==> config.mk <==
export PLATFORM = sky130hd
export DESIGN_NAME = fetch_unit
export DESIGN_NICKNAME = d
export VERILOG_FILES = /design/src/rtl/fetch_unit.sv
export SDC_FILE = /design/constraint.sdc
export NUM_CORES = 1
export LEC_CHECK = 0
export BUFFER_PORTS_ARGS = -buffer_cell sky130_fd_sc_hd__buf_4
export CAP_MARGIN = 10
export CORE_UTILIZATION = 40
export CTS_BUF_LIST = sky130_fd_sc_hd__clkbuf_4 sky130_fd_sc_hd__clkbuf_8
export DETAILED_ROUTE_END_ITERATION = 7
export SLEW_MARGIN = 30
export SYNTH_ARGS = -nofsm -noshare
export SYNTH_HDL_FRONTEND = slang
export SYNTH_SLANG_ARGS = --single-unit
==> constraint.sdc <==
create_clock -name clk -period 3.3 [get_ports clk]
set_input_delay 0.495 -clock clk [delete_from_list [all_inputs] [get_ports clk]]
set_output_delay 0.495 -clock clk [all_outputs]
set_load 0.005 [all_outputs]
==> src/rtl/fetch_unit.sv <==
// fetch_unit: IF stage of the RV32IM 5-stage core. It owns the PC and fetches
// from instruction memory with one request outstanding at a time. Returned
// instructions go into an output slot and a one-entry skid, which are then
// presented to the IF/ID register.
//
// Ports:
//   clk, reset                 clock; synchronous active-high reset
//   stallF                     IF/ID holds this cycle (slot not consumed)
//   redirect_valid/pc          taken branch/jump from EX (single-cycle pulse)
//   imem_req/addr/ready        fetch request (valid/ready)
//   imem_rvalid/rdata          fetch response (valid only)
//   pc_plus4F/instrF/validF    instruction presented to IF/ID
//   fetch_count                instructions consumed by IF/ID (wraps)
module fetch_unit #(
    parameter logic [31:0] RESET_PC  = 32'h0000_0000,
    parameter logic [31:0] NOP_INSTR = 32'h0000_0013
) (
    input  logic        clk,
    input  logic        reset,
    input  logic        stallF,
    input  logic        redirect_valid,
    input  logic [31:0] redirect_pc,
    output logic        imem_req,
    output logic [31:0] imem_addr,
    input  logic        imem_ready,
    input  logic        imem_rvalid,
    input  logic [31:0] imem_rdata,
    output logic [31:0] pc_plus4F,
    output logic [31:0] instrF,
    output logic        validF,
    output logic [31:0] fetch_count
);

    typedef enum logic [1:0] {StIssue, StWait, StBlocked} state_e;

    state_e      state_q, state_d;
    logic        kill_q, kill_d;
    logic [31:0] pc_q, pc_d;
    logic        slot_valid_q, slot_valid_d;
    logic [31:0] slot_instr_q, slot_instr_d;
    logic [31:0] slot_pc4_q, slot_pc4_d;
    logic        skid_valid_q, skid_valid_d;
    logic [31:0] skid_instr_q, skid_instr_d;
    logic [31:0] skid_pc4_q, skid_pc4_d;
    logic [31:0] fetch_count_q, fetch_count_d;

    logic        consume;
    logic        rsp_write;
    logic [31:0] pc_plus4;

    assign consume   = slot_valid_q & ~stallF;
    // A response is only real in WAIT and only if its fetch was not killed.
    assign rsp_write = (state_q == StWait) & imem_rvalid & ~kill_q;
    assign pc_plus4  = pc_q + 32'd4;

    // State register
    always_ff @(posedge clk) begin
        if (reset) begin
            state_q       <= StIssue;
            kill_q        <= 1'b0;
            pc_q          <= RESET_PC;
            slot_valid_q  <= 1'b0;
            slot_instr_q  <= NOP_INSTR;
            slot_pc4_q    <= 32'd0;
            skid_valid_q  <= 1'b0;
            skid_instr_q  <= NOP_INSTR;
            skid_pc4_q    <= 32'd0;
            fetch_count_q <= 32'd0;
        end else begin
            state_q       <= state_d;
            kill_q        <= kill_d;
            pc_q          <= pc_d;
            slot_valid_q  <= slot_valid_d;
            slot_instr_q  <= slot_instr_d;
            slot_pc4_q    <= slot_pc4_d;
            skid_valid_q  <= skid_valid_d;
            skid_instr_q  <= skid_instr_d;
            skid_pc4_q    <= skid_pc4_d;
            fetch_count_q <= fetch_count_d;
        end
    end

    // Buffer, PC and counter next state
    always_comb begin
        slot_valid_d  = slot_valid_q;
        slot_instr_d  = slot_instr_q;
        slot_pc4_d    = slot_pc4_q;
        skid_valid_d  = skid_valid_q;
        skid_instr_d  = skid_instr_q;
        skid_pc4_d    = skid_pc4_q;
        pc_d          = pc_q;
        // A slot consumed in a redirect cycle still counts.
        fetch_count_d = consume ? fetch_count_q + 32'd1 : fetch_count_q;

        if (redirect_valid) begin
            slot_valid_d = 1'b0;
            skid_valid_d = 1'b0;
            pc_d         = redirect_pc;
        end else begin
            if (consume) begin
                if (skid_valid_q) begin
                    slot_valid_d = 1'b1;
                    slot_instr_d = skid_instr_q;
                    slot_pc4_d   = skid_pc4_q;
                    skid_valid_d = 1'b0;
                end else begin
                    slot_valid_d = 1'b0;
                end
            end
            // The skid is always empty in WAIT, so a response never collides
            // with a skid-to-slot move.
            if (rsp_write) begin
                pc_d = pc_plus4;
                if (!slot_valid_q || consume) begin
                    slot_valid_d = 1'b1;
                    slot_instr_d = imem_rdata;
                    slot_pc4_d   = pc_plus4;
                end else begin
                    skid_valid_d = 1'b1;
                    skid_instr_d = imem_rdata;
                    skid_pc4_d   = pc_plus4;
                end
            end
        end
    end

    // FSM next state
    always_comb begin
        state_d = state_q;
        kill_d  = kill_q;
        if (redirect_valid) begin
            kill_d = 1'b0;
            unique case (state_q)
                StIssue: begin
                    // An accepted old request is still in flight: kill it.
                    if (imem_ready) begin
                        state_d = StWait;
                        kill_d  = 1'b1;
                    end
                end
                StWait: begin
                    if (imem_rvalid) state_d = StIssue;
                    else             kill_d  = 1'b1;
                end
                default: state_d = StIssue;
            endcase
        end else begin
            unique case (state_q)
                StIssue: begin
                    if (imem_ready) state_d = StWait;
                end
                StWait: begin
                    if (imem_rvalid) begin
                        if (kill_q) begin
                            kill_d  = 1'b0;
                            state_d = StIssue;
                        end else begin
                            state_d = skid_valid_d ? StBlocked : StIssue;
                        end
                    end
                end
                default: begin
                    if (!skid_valid_d) state_d = StIssue;
                end
            endcase
        end
    end

    // Outputs, all from registers
    always_comb begin
        imem_req    = (state_q == StIssue);
        imem_addr   = pc_q;
        validF      = slot_valid_q;
        instrF      = slot_valid_q ? slot_instr_q : NOP_INSTR;
        pc_plus4F   = slot_valid_q ? slot_pc4_q : 32'd0;
        fetch_count = fetch_count_q;
    end

endmodule

======== After elaboration in Yosys (flattened, before gate mapping) ========
Index checks and enable logic that the tools add are counted.
storage, ports and cells
  bits in registers ....................... 197
  input bits .............................. 70
  word-level logic and storage cells ...... 67
cells by class
  add/subtract/negate cells ............... 2
  equal/unequal tests ..................... 3
  mux-type cells .......................... 35
  bitwise operators ....................... 7
  reductions and logical operators ........ 10
operators by type and width
  kind                                           number
  2-to-1 mux 32 bit                              12
  adder 32 x 1 -> 32 bit, second input constant  1
  adder 32 x 3 -> 32 bit, second input constant  1
  2-to-1 mux 2 bit                               7
  2-to-1 mux 1 bit                               13
  one-hot mux 2 bit (2 select lines)             2
  nonzero test 2 bit                             3
  != test 4 x 3 -> 1 bit, second input constant  1
  NOT 1 bit                                      4
  AND reduction 2 bit                            2
  bitwise AND 1 bit                              3
  AND reduction 3 bit                            1
  == test 2 x 1 -> 1 bit, second input constant  1
  zero test 2 bit                                1
  != test 2 bit, second input constant           1
  one-hot mux 1 bit (2 select lines)             1
  OR reduction 2 bit                             1
  zero test 1 bit                                1
  logical OR 1 bit                               1

======== Logic depth before layout (Yosys ltp) ========
Gate-level depths: netlist of the first run.
  depth after elaboration ................. 11
  depth in mapped cells ................... 8

======== Least setup slack after synthesis of the first run ========
OpenSTA, ideal clock, no wires.
  path kind ............................... register to register
  start point ............................. register pc_q[2] (netlist: imem_addr[2])
  end point ............................... register skid_pc4_q[14]
  arrival ................................. 1.718 ns
  data required time ...................... 3.214 ns
  slack ................................... 1.497 ns
  cell stages (with the launch flop) ...... 7
  cell sequence ........................... dfxtp_1 ha_1 nand3_1 nor4_2 nand2_1 xor2_1 a211oi_1
on the way
  cells in the longest elaborated chain, start to end .. 1
ends and longest elaborated chain
  item                    line  text
  start, declared         38    logic [31:0] pc_q, pc_d;
  start signal, assigned  72    pc_q <= pc_d;
  adder 32 x 3 -> 32 bit  54    assign pc_plus4 = pc_q + 32'd4;
  end signal, assigned    78    skid_pc4_q <= skid_pc4_d;
  end, declared           44    logic [31:0] skid_pc4_q, skid_pc4_d;
No other way between the ends.
A chain may end at the register's enable or synchronous reset.

======== Worst setup path in the final report of the first run ========
  start point ............................. register state_q[1]
  end point ............................... register slot_pc4_q[19]
on the way
  cells in the longest elaborated chain, start to end .. 4
ends and longest elaborated chain
  item                            line  text
  start, declared                 36    state_e state_q, state_d;
  start signal, assigned          59    state_q <= StIssue;
  start signal, assigned          70    state_q <= state_d;
  == test 2 x 1 -> 1 bit          53    assign rsp_write = (state_q == StWait) & imem_rvalid & ~kill_q;
  bitwise AND 1 bit (2 in a row)  53
  2-to-1 mux 32 bit               112   if (rsp_write) begin
  end signal, assigned            75    slot_pc4_q <= slot_pc4_d;
  end, declared                   41    logic [31:0] slot_pc4_q, slot_pc4_d;
No other way between the ends.

==> qor.csv, run 1 <==
stage,metric,value,unit
outcome,status,"complete, no violations",
detailed_routing,Routed Antenna Nets,0,
critical_path,Critical Path RT,3.68,ns
floorplan,core area,23600,um^2
synthesis,ys async rst share,0,%
critical_path,CP peak stage delay,0.52,ns
global_routing,initial antenna violation count,0,
layout,share of cells above drive strength 1,21.1,%
sta,f_max,405,MHz
sta,Slew HR,40.1,%
sta,Worst Max-Slew Pin Slew,0.899,ns
global_routing,first-pass GRT wire length,44100,um
clocking,Setup Buffers After CTS,0,
global_routing,grt total ovfl,0,
floorplan,Die W,158,um
synthesis,number of synthesized flops with an enable pin,0,
detailed_routing,Routed WL,27700,um
synthesis,"flops & latches, synth",197,
critical_path,"CP delay by family, top",simple AND/OR/NAND/NOR gates,
floorplan,Die H,158,um
hold_path,hold crit path type,primary input to flip-flop,
detailed_routing,Remaining DRCs,0,
floorplan,Initial Util,41.0,%
power,Combinational Power Share,8.3,%
run,number of max-cap violations,0,
power,internal cell power,3.32,mW
synthesis,syn_nets,1267,
clocking,CTS tree,built,
synthesis,Syn Area/Cell,8.09,um^2
synthesis,post-synthesis adder-cell area fraction,0.259,%
floorplan,Die Area,24800,um^2
clocking,clock sinks,197,
power,pwr dens,390,nW/um^2
synthesis,mux cell area share after synthesis,4.05,%
synthesis,Post-Syn Instances,1195,
place,Final GP Congestion,0.789,
floorplan,IO Count,200,
layout,post-route insts no fill,1665,
synthesis,Simple-Gate Fraction of Synth Area,27.0,%
clocking,clock-pin slew on the worst setup and hold paths,0.11,ns
power,Max VDD drop,0.227,mV
synthesis,Netlist Area Pre-Place,9670,um^2
sta,Final Hold Viols,0,
sta,final clock skew,0.0150,ns
detailed_routing,DR WL/cell,16.6,um
synthesis,post-synthesis compound-gate area fraction,15.9,%
detailed_routing,Iter 0 DRT Violations,563,
power,sw frac,27.3,%
critical_path,CP Capture Type,flip-flop,
clocking,H-tree lvl count,4,
sta,Setup TNS,0,ns
synthesis,register area share after synthesis,40.8,%
layout,most frequent cells in the layout,"buf_4 (218), dfxtp_1 (196), nand2_1 (165)",
layout,# diodes,0,
critical_path,CP startpoint kind,flip-flop,
global_routing,vias in the first global route,8225,
critical_path,"Max stage delay cell, worst path",nand4bb_1,
power,leakage,4.64,nW
synthesis,Synth Area in XOR/XNOR,6.79,%
place,dpl cells,1633,
global_routing,pin count of the biggest net entering global routing,82,
sta,RSZ-0062 raised after global routing,false,
sta,pins over their slew limit,0,
layout,Area Growth Syn to Fin,21.2,%
global_routing,GRT Total Usage,22.4,%
clocking,Clock Latency Late Sink,0.46,ns
clocking,Inserted Clock Buffers,17,
sta,Finish-stage setup viols,0,
clocking,Post-CTS Hold Buffers,0,
clocking,Root Driver,clkbuf_8,
place,dpl hpwl,19000,um
sta,minimum clock period,2.47,ns
detailed_routing,routed vias/inst,5.32,
critical_path,Worst Setup Path Type,flip-flop to flip-flop,
critical_path,CP arrival,2.85,ns
synthesis,largest family of logic cells by synthesized area,simple AND/OR/NAND/NOR gates,
place,number of port buffers,199,
clocking,Longest Clk Path Bufs,2,
critical_path,CP Buf/Inv Count,1,
power,Seq pwr share,54.6,%
sta,Final period util,74.8,%
synthesis,synth warn,0,
detailed_routing,DRT Pass-1 Iters,5,
detailed_routing,Vias,8862,
layout,"most common cell after layout, fill and taps aside",buf_4,
critical_path,ordered cell list for the critical path,nand4bb_1 -> a21oi_4 -> buf_4 -> nand2_1 -> o21ai_0,
power,Clk pwr share,37.1,%
layout,Fillers,2336,
clocking,post-CTS sizing,0,
power,sw power,1.25,mW
critical_path,crit-path max FO,17,
layout,fin nets,1405,
floorplan,Rows,56,
synthesis,synth unique cells,66,
synthesis,prevailing post-synth register cell,dfxtp_1,
==> flip-flops by register name, summed over array words and instances, names as in the netlist <==
signal        flops
slot_pc4_q       32
imem_addr        32
fetch_count      32
state_q           2
validF            1
skid_pc4_q       32
skid_valid_q      1
kill_q            1
slot_instr_q     32
skid_instr_q     32
==> final timing paths <==
path	from	cells after the start	slack, ns	endpoint
max	state_q[1]	5	0.83	slot_pc4_q[19]
min	redirect_pc[31]	3	0.22	imem_addr[31]
max reg2reg	state_q[1]	5	0.83	slot_pc4_q[19]
min reg2reg	skid_instr_q[2]	2	0.46	skid_instr_q[2]
==> power by group through the flow <==
stage | clock, mW | sequential, mW | combinational (mW)
4_1_cts | 1.73 | 2.49 | 0.381
3_3_place_gp | 0 | 2.55 | 0.378
3_5_place_dp | 0 | 2.55 | 0.379
6_report | 1.70 | 2.49 | 0.380
2_1_floorplan | 0 | 2.51 | 0.220
5_1_grt | 1.83 | 2.50 | 0.415
==> logic make-up after synthesis <==
family	Yosys count
flops	197
xor+xnor	75
buf+inv	111
compound gates	263
mux	39
simple gates	508
fa+ha+maj	2
==> routing by layer <==
metal	track usage, %	up-vias	wire length [um]
li1	-	4427	-
met1	30.4	4192	12800
met2	35.4	219	12600
met3	5.23	24	1800
met4	6.24	0	438
met5	0	-	0
==> cells in the mapped netlist, drive strengths merged (2+ instances only) <==
library cell / count / area [um^2]
nand4: 25 / 201
and3: 8 / 51.3
o22ai: 36 / 225
a311oi: 3 / 26.3
ha: 2 / 25.0
clkbuf: 52 / 196
and4: 8 / 72.6
a211oi: 18 / 140
inv: 11 / 41.3
dfxtp: 197 / 3940
o221ai: 2 / 17.5
nand3: 32 / 170
xor2: 27 / 236
nand2b: 3 / 18.8
a2111oi: 3 / 26.3
o21a: 2 / 15.0
buf: 48 / 263
a31oi: 2 / 12.5
a21oi: 111 / 559
nor3: 40 / 243
or3: 10 / 62.6
a22oi: 18 / 135
nand3b: 2 / 15.0
o31a: 2 / 17.5
nor2: 122 / 460
nor4: 17 / 191
mux2i: 38 / 380
o21ai: 57 / 285
and2: 66 / 413
nand2: 168 / 636
xnor2: 48 / 420
==> worst reg2reg max path, cell delays in order (launching register included) <==
cell	delay, ns
dfxtp_1	0.39
nand4bb_1	0.52
a21oi_4	0.50
buf_4	0.29
nand2_1	0.36
o21ai_0	0.32
==> cell type report <==
cell class                 count  area, um^2  area share, %
tap                          319         399           3.41
clock buffer                  18         248           2.11
multi-input combinational    887        5250           44.8
timing repair buffer         219        1660           14.1
clock inverter                14         185           1.58
sequential                   197        3950           33.7
inverter                      11        41.3          0.352
==> per-stage QoR <==
step / worst slack (ns) / total power [mW] / utilization [%] / instance area [um^2] / hold slack, ns
finish: 0.831 / 4.57 / 49.6 / 11700 / 0.218
global route: 0.595 / 4.75 / 49.6 / 11700 / 0.209
CTS: 0.856 / 4.60 / 49.6 / 11700 / 0.196
detailed placement: 0.731 / 2.93 / 47.8 / 11300 / 0.447
global placement: 0.862 / 2.92 / 47.8 / 11300 / 0.438
floorplan: 1.50 / 2.73 / - / 9670 / 0.417
(Power assumes the default switching activity.)
==> run 2: changes to the inputs <==
==> constraint.sdc (replaced) <==
create_clock -name clk -period 2.4 [get_ports clk]
set_input_delay 0.36 -clock clk [delete_from_list [all_inputs] [get_ports clk]]
set_output_delay 0.36 -clock clk [all_outputs]
set_load 0.005 [all_outputs]
==> run 2 against run 1 <==
  * Fmax increased by 11%
  * Via count increased by 1.3%
  * Core utilization increased by 0.58 points
  * Final cell count increased by 1.3%
  * Hold slack got worse by 0.14 ns
  * Cell area increased by 1.2%
  * Die area unchanged
  * Critical path type unchanged
  * Largest cell class unchanged
==> qor.csv, run 2 (synthesis results as in run 1) <==
stage,metric,value,unit
outcome,status,"complete, no violations",
sta,Final period util,92.3,%
critical_path,CP peak stage delay,0.51,ns
sta,minimum clock period,2.22,ns
clocking,Post-CTS Hold Buffers,0,
layout,Area Growth Syn to Fin,22.6,%
global_routing,vias in the first global route,8203,
floorplan,Die W,158,um
detailed_routing,Routed WL,28400,um
sta,Worst Max-Slew Pin Slew,0.778,ns
power,sw frac,28.2,%
layout,most frequent cells in the layout,"buf_4 (238), dfxtp_1 (196), nand2_1 (165)",
power,pwr dens,508,nW/um^2
hold_path,hold crit path type,primary input to flip-flop,
clocking,Clock Latency Late Sink,0.48,ns
sta,f_max,451,MHz
critical_path,CP Capture Type,flip-flop,
detailed_routing,DRT Pass-1 Iters,5,
sta,final clock skew,0.0245,ns
global_routing,initial antenna violation count,0,
critical_path,Critical Path RT,2.75,ns
critical_path,CP startpoint kind,flip-flop,
place,dpl hpwl,19600,um
sta,Setup TNS,0,ns
global_routing,first-pass GRT wire length,44800,um
layout,"most common cell after layout, fill and taps aside",buf_4,
critical_path,Worst Setup Path Type,flip-flop to flip-flop,
critical_path,crit-path max FO,8,
sta,pins over their slew limit,0,
detailed_routing,Routed Antenna Nets,0,
power,Clk pwr share,33.9,%
clocking,Longest Clk Path Bufs,2,
place,number of port buffers,199,
layout,# diodes,0,
clocking,CTS tree,built,
power,internal cell power,4.32,mW
power,leakage,4.73,nW
detailed_routing,routed vias/inst,5.32,
sta,Final Hold Viols,0,
floorplan,IO Count,200,
floorplan,Initial Util,41.0,%
critical_path,RR Startpoint,state_q[1],
clocking,Root Driver,clkbuf_8,
global_routing,grt total ovfl,0,
detailed_routing,Vias,8975,
detailed_routing,Remaining DRCs,0,
detailed_routing,DR WL/cell,16.9,um
power,Pwr Total,6.02,mW
power,sw power,1.70,mW
clocking,Inserted Clock Buffers,17,
clocking,Setup Buffers After CTS,0,
layout,fin nets,1428,
global_routing,pin count of the biggest net entering global routing,78,
critical_path,CP startpoint,state_q[1],
power,Combinational Power Share,9.5,%
critical_path,"Max stage delay cell, worst path",and4bb_2,
critical_path,ordered cell list for the critical path,buf_4 -> and4bb_2 -> buf_4 -> nand3_1 -> nor3_1 -> nand3b_1 -> nand3_1,
clocking,post-CTS sizing,0,
clocking,clock-pin slew on the worst setup and hold paths,0.11,ns
power,Max VDD drop,0.290,mV
floorplan,core area,23600,um^2
run,number of max-cap violations,0,
detailed_routing,Iter 0 DRT Violations,547,
critical_path,CP arrival,2.57,ns
sta,Slew HR,48.1,%
floorplan,Die Area,24800,um^2
power,Seq pwr share,56.6,%
sta,Finish-stage setup viols,0,
layout,share of cells above drive strength 1,22.4,%
clocking,clock sinks,197,
place,Final GP Congestion,0.800,
hold_path,Hold Path Origin,redirect_pc[27],
sta,RSZ-0062 raised after global routing,false,
floorplan,Rows,56,
global_routing,GRT Total Usage,23.1,%
clocking,H-tree lvl count,4,
floorplan,Die H,158,um
## run 2: changes by cell type in the layout (fill, tap and decap cells not counted), moves of 2 or more
cell	previous run	this run
buf_4	218	238
buf_12	1	4
bufinv_16	2	0
clkinv_2	0	2
clkinv_4	0	2
clkinvlp_4	2	4
inv_6	5	3
## run 2: power by group through the flow
stage | clock network [mW] | registers (mW) | logic (mW)
2_1_floorplan | 0 | 3.46 | 0.303
3_3_place_gp | 0 | 3.48 | 0.568
3_5_place_dp | 0 | 3.48 | 0.570
4_1_cts | 2.08 | 3.41 | 0.572
5_1_grt | 2.22 | 3.42 | 0.625
6_report | 2.04 | 3.41 | 0.574
## run 2: path summary, 6_finish.rpt
kind	end	slack, ns	cells past startpoint
min reg2reg	skid_pc4_q[3]	0.46	2
max reg2reg	imem_addr[18]	0.18	7
max	imem_addr[18]	0.18	7
min	imem_addr[27]	0.08	3
## run 2: routing by layer
| layer | track usage [%] | share of wire [%] | vias up |
|---|---|---|---|
| met5 | 0 | 0 | - |
| met4 | 6.29 | 1.5 | 0 |
| met3 | 5.97 | 7.0 | 32 |
| met2 | 34.9 | 44 | 254 |
| met1 | 32.2 | 48 | 4225 |
| li1 | - | - | 4464 |
## run 2: worst max-delay path, delay by kind of cell (launching register included)
kind / cells / cell delay (ns)
simple gates: 5 / 1.37
buf+inv: 2 / 0.39
flops: 1 / 0.33
## run 2: metrics by stage
stage	instance area, um^2	worst slack [ns]	cells	hold WS [ns]	utilization (%)
final	11900	0.184	1687	0.0761	50.2
after CTS	11900	0.163	1687	0.0507	50.2
after detailed placement	11500	0.186	1656	0.442	48.7
after global placement	11500	0.159	1656	0.438	48.7
after floorplan	9670	0.597	1195	0.417	-
after global routing	11900	0.00102	1687	0.0605	50.2
## run 2: area by class of cell
cell class                      count  area, um^2
Fill cell                        2324       11800
Inverter                           11        41.3
Timing Repair Buffer              242        1870
Clock inverter                     14         123
Multi-Input combinational cell    887        5250
Sequential cell                   197        3950
Tap cell                          319         399
Clock buffer                       17         234
==> run 3: changes to the inputs <==
--- a/config.mk
+++ b/config.mk
@@ -7,9 +7,10 @@
 export LEC_CHECK = 0
 export BUFFER_PORTS_ARGS = -buffer_cell sky130_fd_sc_hd__buf_4
 export CAP_MARGIN = 10
-export CORE_UTILIZATION = 40
+export CORE_UTILIZATION = 43
 export CTS_BUF_LIST = sky130_fd_sc_hd__clkbuf_4 sky130_fd_sc_hd__clkbuf_8
 export DETAILED_ROUTE_END_ITERATION = 7
+export PLACE_DENSITY = 0.65
 export SLEW_MARGIN = 30
 export SYNTH_ARGS = -nofsm -noshare
 export SYNTH_HDL_FRONTEND = slang
==> run 3 against run 2 <==
  * The run now ends with design-rule violations left
  * Sequential share of layout area shrank 0.11 points
  * First-iteration DRC count shrank 10%
  * Non-clock buffer count is the same
  * Count of clock-buffer cells in the layout is the same
  * Register-to-register slack gained 0.06 ns
  * Clock power grew 13%
  * Wire length shrank 3.0%
  * Worst setup slack gained 0.034 ns
  * Largest power group unchanged
==> qor.csv, run 3 (synthesis results as in run 1) <==
stage,metric,value,unit
sta,minimum clock period,2.18,ns
floorplan,Die W,152,um
layout,Final Cell Area,11900,um^2
layout,most frequent cells in the layout,"buf_4 (236), dfxtp_1 (196), nand2_1 (165)",
floorplan,IO Count,200,
detailed_routing,Vias,8977,
detailed_routing,DR WL/cell,16.7,um
floorplan,Die Area,23100,um^2
power,Max VDD drop,0.359,mV
clocking,clock-pin slew on the worst setup and hold paths,0.11,ns
critical_path,CP startpoint kind,flip-flop,
detailed_routing,Remaining DRCs,20,
clocking,CTS tree,built,
place,dpl hpwl,19200,um
sta,Finish-stage setup viols,0,
critical_path,Critical Path RT,2.04,ns
global_routing,first-pass GRT wire length,44300,um
global_routing,pin count of the biggest net entering global routing,90,
power,Pwr Total,6.29,mW
clocking,clock sinks,197,
critical_path,Worst Setup Path Type,flip-flop to output pin,
outcome,failing checks,design-rule violations,
detailed_routing,Iter 0 DRT Violations,491,
layout,"most common cell after layout, fill and taps aside",buf_4,
critical_path,CP Capture Type,output pin,
layout,Area Growth Syn to Fin,23.0,%
floorplan,core area,22000,um^2
sta,pins over their slew limit,0,
clocking,post-CTS sizing,0,
clocking,Post-CTS Hold Buffers,0,
floorplan,Initial Util,44.1,%
clocking,Inserted Clock Buffers,17,
sta,final clock skew,0.0178,ns
power,pwr dens,528,nW/um^2
detailed_routing,Routed Antenna Nets,0,
sta,Setup TNS,0,ns
sta,RSZ-0062 raised after global routing,false,
detailed_routing,Routed WL,27600,um
sta,f_max,458,MHz
place,Final GP Congestion,0.893,
global_routing,grt total ovfl,0,
run,number of max-cap violations,0,
detailed_routing,routed vias/inst,5.44,
layout,# diodes,0,
floorplan,Rows,54,
detailed_routing,DRT Pass-1 Iters,7,
clocking,H-tree lvl count,4,
sta,Worst Max-Slew Pin Slew,0.638,ns
layout,share of cells above drive strength 1,22.4,%
layout,Fillers,2129,
layout,Finished Core Util,54.2,%
power,leakage,4.77,nW
place,dpl cell area,11500,um^2
global_routing,vias in the first global route,8218,
floorplan,Die H,152,um
sta,Final period util,90.9,%
global_routing,initial antenna violation count,0,
layout,fin nets,1428,
outcome,status,"finished, violations left",
critical_path,CP arrival,1.82,ns
sta,Slew HR,57.2,%
global_routing,GRT Total Usage,23.6,%
clocking,Setup Buffers After CTS,0,
sta,Final Hold Viols,0,
critical_path,crit-path max FO,65,
clocking,Longest Clk Path Bufs,2,
hold_path,hold crit path type,primary input to flip-flop,
clocking,Root Driver,clkbuf_8,
place,number of port buffers,199,
clocking,Clock Latency Late Sink,0.49,ns
## run 3: changes by cell type in the layout (fill, tap and decap cells not counted), moves of 2 or more
cell	before	now
inv_8	2	5
buf_12	4	6
buf_4	238	236
bufinv_16	0	2
clkinvlp_4	4	2
## run 3: worst paths after layout
check | from | endpoint | slack [ns] | depth (start not counted)
max | validF | pc_plus4F[17] | 0.22 | 3
min | redirect_pc[30] | imem_addr[30] | 0.06 | 3
max reg2reg | state_q[1] | slot_pc4_q[16] | 0.24 | 5
min reg2reg | slot_pc4_q[5] | slot_pc4_q[5] | 0.46 | 2
## run 3: final cells by class
class | instances | area (um^2) | share of cell area (%)
clock buffer | 17 | 234 | 1.97
clock inverter | 15 | 188 | 1.58
inverter | 11 | 41.3 | 0.347
multi-input combinational | 887 | 5250 | 44.1
sequential | 197 | 3950 | 33.2
tap | 280 | 350 | 2.95
timing repair buffer | 242 | 1890 | 15.9
## run 3: worst max-delay path, cell delays in order, from the launching register on
cell	delay, ns
dfxtp_2	0.45
buf_4	0.50
and2_1	0.24
buf_4	0.12
## run 3: per-layer routing
layer	vias up	share of wire (%)	routed length, um	GRT usage, %
met5	-	0	0	0
met4	0	1.3	346	6.56
met3	19	6.4	1780	5.13
met2	249	46	12600	37.2
met1	4251	47	12900	32.6
li1	4458	-	-	-
## run 3: metrics by stage
step / cells / worst slack [ns] / hold WS (ns)
finish: 1649 / 0.218 / 0.0650
global route: 1649 / 0.0463 / 0.0747
CTS: 1649 / 0.159 / 0.0493
detailed placement: 1617 / 0.261 / 0.436
global placement: 1617 / 0.320 / 0.431
floorplan: 1195 / 0.597 / 0.417
## run 3: where the power goes
part / internal, mW / switching, mW / total, mW / leakage (nW)
clock: 0.976 / 1.33 / 2.31 / 0.209
combinational: 0.252 / 0.310 / 0.561 / 2.97
sequential: 3.33 / 0.0870 / 3.42 / 1.60
